File: src/rtl/fifo_stream_pkg.sv
// Shared types and sizing for the FIFO read streamer.
// Buffer depth covers one word in flight plus two-deep backpressure slack.
package fifo_stream_pkg;

    localparam int DATA_W     = 32;
    localparam int FIFO_DEPTH = 256;
    localparam int BUF_DEPTH  = 3;

    typedef logic [DATA_W-1:0] word_t;
    typedef logic [1:0]        buf_ptr_t;

    function automatic buf_ptr_t ptr_inc(input buf_ptr_t p);
        return (p == buf_ptr_t'(BUF_DEPTH - 1)) ? buf_ptr_t'(0) : p + 2'd1;
    endfunction

endpackage

File: src/rtl/fifo_stream_skid_buf.sv
// Three-entry circular buffer absorbing the FIFO's registered read latency.
// Head word is presented directly; occupancy drives the stream valid.
module fifo_stream_skid_buf
    import fifo_stream_pkg::*;
#(
    parameter int W = DATA_W
) (
    input  logic         clk,
    input  logic         rst_n,
    input  logic         i_push,
    input  logic [W-1:0] i_din,
    input  logic         i_pop,
    output logic [1:0]   o_occ,
    output logic [W-1:0] o_head
);

    logic [W-1:0] r_mem [0:BUF_DEPTH-1];
    buf_ptr_t     r_wptr;
    buf_ptr_t     r_rptr;
    logic [1:0]   r_occ;

    always_ff @(posedge clk or negedge rst_n) begin
        if (!rst_n) begin
            r_wptr <= '0;
            r_rptr <= '0;
            r_occ  <= '0;
        end else begin
            if (i_push) r_wptr <= ptr_inc(r_wptr);
            if (i_pop)  r_rptr <= ptr_inc(r_rptr);
            unique case ({i_push, i_pop})
                2'b10:   r_occ <= r_occ + 2'd1;
                2'b01:   r_occ <= r_occ - 2'd1;
                default: r_occ <= r_occ;
            endcase
        end
    end

    // Storage needs no reset; occupancy alone qualifies the contents.
    always_ff @(posedge clk) begin
        if (i_push) r_mem[r_wptr] <= i_din;
    end

    assign o_occ  = r_occ;
    assign o_head = r_mem[r_rptr];

    a_no_overflow: assert property (
        @(posedge clk) disable iff (!rst_n) !(i_push && r_occ == 2'd3));
    a_no_underflow: assert property (
        @(posedge clk) disable iff (!rst_n) !(i_pop && r_occ == 2'd0));

endmodule

File: src/rtl/fifo_rd_streamer.sv
// Drains the FIFO into a valid/ready stream with burst framing on m_last.
// Pops are issued from registered occupancy only, so m_ready never reaches fifo_rd_en.
module fifo_rd_streamer
    import fifo_stream_pkg::*;
#(
    parameter int DATA_W    = fifo_stream_pkg::DATA_W,
    parameter int BURST_LEN = 16
) (
    input  logic              clk,
    input  logic              rst_n,
    input  logic              fifo_empty,
    output logic              fifo_rd_en,
    input  logic [DATA_W-1:0] fifo_rd_data,
    output logic              m_valid,
    input  logic              m_ready,
    output logic [DATA_W-1:0] m_data,
    output logic              m_last,
    output logic [31:0]       words_out
);

    localparam logic [7:0] LAST_BEAT = 8'(BURST_LEN - 1);

    logic        r_en;
    logic        r_inflight;
    logic [7:0]  r_beat;
    logic [31:0] r_words;
    logic [1:0]  w_occ;
    logic [2:0]  w_held;
    logic        w_pop;

    fifo_stream_skid_buf #(
        .W (DATA_W)
    ) u_buf (
        .clk    (clk),
        .rst_n  (rst_n),
        .i_push (r_inflight),
        .i_din  (fifo_rd_data),
        .i_pop  (w_pop),
        .o_occ  (w_occ),
        .o_head (m_data)
    );

    // r_en keeps pops off while reset is asserted, independent of fifo_empty.
    assign w_held     = {1'b0, w_occ} + {2'b00, r_inflight};
    assign fifo_rd_en = r_en && !fifo_empty && (w_held < 3'(BUF_DEPTH));
    assign m_valid    = (w_occ != 2'd0);
    assign w_pop      = m_valid && m_ready;
    assign m_last     = m_valid && (r_beat == LAST_BEAT);
    assign words_out  = r_words;

    always_ff @(posedge clk or negedge rst_n) begin
        if (!rst_n) begin
            r_en       <= 1'b0;
            r_inflight <= 1'b0;
            r_beat     <= '0;
            r_words    <= '0;
        end else begin
            r_en       <= 1'b1;
            r_inflight <= fifo_rd_en;
            if (w_pop) begin
                r_words <= r_words + 32'd1;
                r_beat  <= (r_beat == LAST_BEAT) ? 8'd0 : r_beat + 8'd1;
            end
        end
    end

endmodule

File: config.mk
export PLATFORM = sky130hd
export DESIGN_NAME = fifo_rd_streamer
export DESIGN_NICKNAME = d
export VERILOG_FILES = /design/src/rtl/fifo_stream_pkg.sv /design/src/rtl/fifo_stream_skid_buf.sv /design/src/rtl/fifo_rd_streamer.sv
export SDC_FILE = /design/constraint.sdc
export NUM_CORES = 1
export LEC_CHECK = 0
export ABC_AREA = 1
export BUFFER_PORTS_ARGS = -buffer_cell sky130_fd_sc_hd__buf_2
export CORE_MARGIN = 2
export CORE_UTILIZATION = 55
export CTS_CLUSTER_SIZE = 14
export DETAILED_ROUTE_END_ITERATION = 12
export GPL_ROUTABILITY_DRIVEN = 0
export GPL_TIMING_DRIVEN = 0
export PLACE_DENSITY = 0.85
export SYNTH_ARGS = -nofsm -noshare
export SYNTH_HDL_FRONTEND = slang
export SYNTH_SLANG_ARGS = --single-unit
File: constraint.sdc
create_clock -name clk -period 9.2 [get_ports clk]
set_clock_uncertainty 0.1 [all_clocks]
set_input_delay 1.84 -clock clk [delete_from_list [all_inputs] [get_ports clk]]
set_output_delay 1.84 -clock clk [all_outputs]
set_load 0.1 [all_outputs]
==> impl_metrics.json, run 1 <==
{
  "endpoint_kind": "output port",
  "cp_num_buf_inv": 2,
  "fin_hold_ws_ns": 0.367,
  "antenna-diode-count": 0,
  "ctsLongestPathBuffers": 2,
  "first_pass_iters": 5,
  "drt_iter0_drc": 307,
  "yosysWarningCount": 0,
  "finalSetupTns_ns": 0,
  "synth_top_area_share_pct": 46.9,
  "critPathMaxStageDelay_ns": 0.52,
  "ios": 103,
  "synth_seq_area_share_pct": 66.4,
  "startpoint_type": "primary input",
  "synth.avg_cell_area_um2": 11.0,
  "h-tree-depth": 4,
  "crit_path_cell_trace": "buf_2 -> a2111oi_0 -> buf_2",
  "core_um2": 10900,
  "ctsRootBufferMaster": "clkbuf_8",
  "drcViolationCount": 0,
  "clock_sinks": 144,
  "cts_resized": 0,
  "critical_path.startpoint": "fifo_empty",
  "rsz0062_at_grt": "no",
  "hp-class": "flop to flop",
  "cts_hold_buf": 0,
  "worstMarginPinSlew_ns": 1.05,
  "numCtsBuffers": 17,
  "hp-start": "r_beat[7]$_DFFE_PN0P_",
  "post-place-ws_ns": 4.36,
  "hpwl_mm": 9.22,
  "critPathRequiredTime_ns": 7.26,
  "cp_max_fo": 2,
  "crit_path_top_delay_cell": "buf_2",
  "synth_cell_types": 32,
  "synth_nets": 601,
  "final_max_slew_viol_count": 0,
  "dieArea_um2": 12000,
  "cts_setup_buffers": 0,
  "drv_cap": 0,
  "netlist.top_cell.by_area": "edfxtp_1",
  "ys_top_cells_by_count": "nand2_1 (145), edfxtp_1 (96), nand3_1 (85)",
  "grt_usage_pct": 24.1,
  "num_vias": 4507,
  "ys_ff_latch": 144,
  "fin_util_pct": 69.0,
  "synthFlopType": "edfxtp_1",
  "initial_core_util_pct": 56.5,
  "setup_slack_ns": 4.36,
  "ant_nets": 0,
  "status": "complete, no violations",
  "drive_gt1_share_pct": 24.6,
  "grt_pass1_wl_mm": 21.6,
  "async_flop_share_pct": 33.3,
  "grt_max_degree": 49,
  "fp-row-count": 38,
  "finalWirelength_mm": 13.2,
  "clkTransAtPathRegs_ns": 0.06,
  "die_y_um": 110,
  "clk_latency_ns": 0.54,
  "critPathTopFamily": "buffers and inverters",
  "max_freq_mhz": 206,
  "die_x_um": 110,
  "grt_pass1_vias": 4645,
  "antenna_found_initial": 0,
  "slew_headroom_pct": 30.2,
  "setup_viol": 0,
  "worst_path_most_repeated_cell": "buf_2",
  "timing.final.crit_share_pct": 52.7,
  "timing.rr.start": "r_inflight$_DFF_PN0_",
  "nFillCells": 789,
  "crit_arrival_ns": 2.90,
  "area_growth_pct": 22.2,
  "tritoncts": "done",
  "gr-total-overflow": 0,
  "wire_per_inst_um": 15.7,
  "synth_edf_count": 96,
  "netlist_top_cells_area": "edfxtp_1 (47%), dfrtp_1 (20%), nand2_1 (8.8%)",
  "netlist_area_um2": 6150,
  "nNetsFinal": 731,
  "finalHoldViolations": 0,
  "critPathKind": "primary input to output port",
  "fin_crit_ns": 4.84,
  "syn_inst": 560,
  "port_buffers": 102,
  "via_per_inst": 5.35,
  "yosysMostFrequentCell": "nand2_1"
}
[cell type report]
class / instances / area (µm²) / share of cell area [%]
Buffer: 16 / 83.8 / 1.12
Clock buffer: 18 / 418 / 5.56
Clock inverter: 13 / 146 / 1.95
Inverter: 43 / 161 / 2.15
Multi-Input combinational cell: 357 / 1840 / 24.4
Sequential cell: 144 / 4080 / 54.4
Tap cell: 140 / 175 / 2.33
Timing Repair Buffer: 111 / 608 / 8.09
[metal layers]
metal	wire, µm	share of wire [%]	up-vias	global-route usage [%]
met5	0	0	-	0
met1	5120	39	2173	27.3
met4	209	1.6	0	10.6
met2	6850	52	163	41.8
met3	1040	7.9	23	7.65
li1	-	-	2148	-
[layout by cell type (no fill, tap or decap), types with 4 or more instances in the layout]
master     instances
nand2_1          145
buf_2            106
edfxtp_1          96
nand3_1           85
dfrtp_1           48
nor2_1            38
inv_1             37
xnor2_1           20
clkbuf_16         16
nand4_1           13
buf_6              9
clkbuf_1           8
xor2_1             7
nor2_2             7
nor2_4             6
inv_2              5
nor3_1             5
ha_1               5
clkinv_2           5
a21oi_1            4
[worst paths after layout]
path	to	slack (ns)	cells past startpoint
worst max-delay path	fifo_rd_en	4.36	3
worst min-delay path	r_beat[7]$_DFFE_PN0P_	0.37	1
worst max register to register	u_buf.r_mem[0][30]$_DFFE_PP_	7.25	4
worst min register to register	r_beat[7]$_DFFE_PN0P_	0.37	1
max in group asynchronous	words_out[23]$_DFFE_PN0P_	6.97	1
min in group asynchronous	words_out[11]$_DFFE_PN0P_	1.39	1
[cells by family after synthesis]
group	synth area share, %
fa+ha+maj	1.02
flops	66.4
buf+inv	3.99
xor+xnor	3.84
simple gates	23.6
compound gates	1.08
other cells	0.0610
[flip-flops by register name (all words and copies together), names as in the netlist]
register and count:
r_beat 8, u_buf.r_rptr 2, r_en 1, u_buf.o_occ 2
u_buf.r_mem 96, u_buf.r_wptr 2, words_out 32, r_inflight 1
[per-stage QoR]
stage / instances / instance area (µm²)
floorplan: 560 / 6150
global placement: 802 / 6840
detailed placement: 811 / 6950
CTS: 842 / 7510
global route: 842 / 7510
finish: 842 / 7510
Power of run 1 is left out: the tool's default activity adds up to more than one toggle a clock period on the data nets, which glitch-free logic cannot reach.
==> inputs of run 2 (changes only) <==
CORE_UTILIZATION = 51   (was 55)
PLACE_DENSITY = 0.83   (was 0.85)
clock period = 4.15 ns   (was 9.2 ns; I/O delays follow)
==> run 2 against run 1 <==
Net effect: register-to-register slack worse by 5.1 ns; global-route usage down 2.8 points; routed wire length up 0.83%; critical path depth up 3; flip-flop and latch count unchanged; critical endpoint is now m_data[29].
==> impl_metrics.json, run 2 (synthesis gave the netlist of run 1 again) <==
{
  "grt_pass1_wl_mm": 21.1,
  "use_met3_pct": 6.32,
  "mostFrequentLayoutCell": "nand2_1",
  "largest_register": "u_buf.r_mem",
  "die_y_um": 114,
  "nFillCells": 903,
  "worstMarginPinSlew_ns": 1.06,
  "r2r-end": "u_buf.o_occ[1]$_DFFE_PN0P_",
  "fin_crit_ns": 3.20,
  "ctsLongestPathBuffers": 2,
  "critical_path.startpoint": "u_buf.r_rptr[0]$_DFFE_PN0P_",
  "cts_setup_buffers": 0,
  "initial_core_util_pct": 51.6,
  "rsz0062_at_grt": "no",
  "hp-class": "flop to flop",
  "endpoint": "m_data[29]",
  "layout_common_cells": "nand2_1 (145), buf_2 (106), edfxtp_1 (96), nand3_1 (85), dfrtp_1 (48)",
  "rr_worst_depth": 8,
  "ant_nets": 0,
  "clock_sinks": 144,
  "ios": 103,
  "port_buffers": 102,
  "die_x_um": 114,
  "grt_max_degree": 49,
  "critPathKind": "flop to output port",
  "numCtsBuffers": 17,
  "grt_pass1_vias": 4401,
  "top_usage_layer": "met2",
  "drcViolationCount": 0,
  "crit_arrival_ns": 2.27,
  "gr-total-overflow": 0,
  "wire_per_inst_um": 15.7,
  "nNetsFinal": 731,
  "num_vias": 4527,
  "drive_gt1_share_pct": 25.2,
  "tritoncts": "done",
  "clkTransAtPathRegs_ns": 0.06,
  "largest_reg_flops": 96,
  "antenna-diode-count": 0,
  "core_um2": 11900,
  "cts_hold_buf": 0,
  "hpwl_mm": 8.92,
  "fin_util_pct": 63.2,
  "slew_headroom_pct": 29.6,
  "crit_path_top_delay_cell": "buf_2",
  "cp_max_fo": 10,
  "setup_viol": 0,
  "final_max_slew_viol_count": 0,
  "timing.final.crit_share_pct": 77.1,
  "cts_resized": 0,
  "grt_use_met1_pct": 25.9,
  "crit_path_cell_trace": "clkbuf_1 -> nor2_1 -> buf_2 -> nand2_1 -> nand3_1 -> buf_2",
  "hold_depth": 1,
  "rrSetupSlack_ns": 2.17,
  "startpoint_type": "flop",
  "max_freq_mhz": 313,
  "ctsRootBufferMaster": "clkbuf_16",
  "setup_slack_ns": 0.952,
  "finalWirelength_mm": 13.3,
  "h-tree-depth": 4,
  "clk_latency_ns": 0.43,
  "antenna_found_initial": 0,
  "status": "complete, no violations",
  "critPathMaxStageDelay_ns": 0.44,
  "via_per_inst": 5.33,
  "area_growth_pct": 22.5,
  "timing.rr.start": "u_buf.o_occ[0]$_DFFE_PN0P_",
  "drv_cap": 0,
  "finalHoldViolations": 0,
  "dieArea_um2": 13000,
  "met2_usage_pct": 35.0,
  "critPathRequiredTime_ns": 3.22,
  "first_pass_iters": 5,
  "drt_iter0_drc": 351,
  "endpoint_kind": "output port",
  "post-place-ws_ns": 1.38,
  "grt_usage_pct": 21.3,
  "worst_path_most_repeated_cell": "buf_2",
  "fp-row-count": 40
}
run 2: changes by cell type in the layout (fill, tap and decap cells not counted), moves of 2 or more:
cell,previous run,this run
bufinv_16,3,1
clkinv_4,1,4
inv_6,0,3
buf_8,1,3
buf_6,9,7
clkinv_2,5,3
run 2: worst max-delay path, delay by kind of cell (launching register included):
family | cells | cell delay (ns)
DFF | 1 | 0.37
buffers and inverters | 3 | 0.94
and+or+nand+nor | 3 | 0.53
run 2: how the worst min path moves through the flow:
stage | from | end | slack (ns)
6_report | r_beat[7]$_DFFE_PN0P_ | r_beat[7]$_DFFE_PN0P_ | 0.37
5_1_grt | r_beat[7]$_DFFE_PN0P_ | r_beat[7]$_DFFE_PN0P_ | 0.39
4_1_cts | r_beat[7]$_DFFE_PN0P_ | r_beat[7]$_DFFE_PN0P_ | 0.38
3_5_place_dp | r_beat[7]$_DFFE_PN0P_ | r_beat[7]$_DFFE_PN0P_ | 0.36
3_3_place_gp | r_beat[7]$_DFFE_PN0P_ | r_beat[7]$_DFFE_PN0P_ | 0.36
2_1_floorplan | r_beat[7]$_DFFE_PN0P_ | r_beat[7]$_DFFE_PN0P_ | 0.34
run 2: layer usage:
layer / vias up / share of wire (%) / wire [µm]
met5: - / 0 / 0
met1: 2178 / 41 / 5460
met2: 166 / 50 / 6700
met4: 0 / 2.3 / 312
li1: 2154 / - / -
met3: 29 / 6.5 / 863
run 2: area by class of cell:
cell class              count  area, µm²  share of cell area [%]
well taps                 147        184                    2.44
flip-flops and latches    144       4080                    54.2
clock inverters            15        136                    1.81
plain buffers              16       83.8                    1.11
repair buffers            111        616                    8.17
multi-input cells         357       1840                    24.5
clock buffers              17        425                    5.65
inverters                  43        161                    2.14
run 2: per-stage QoR:
step,area [µm²],TNS [ns],instances,hold slack (ns)
finish,7530,0,850,0.374
global route,7530,0,850,0.390
CTS,7530,0,850,0.376
detailed placement,6970,0,818,0.365
global placement,6850,-51.99,809,0.356
floorplan,6160,0,560,0.342
Power of run 2 is left out for the same reason.
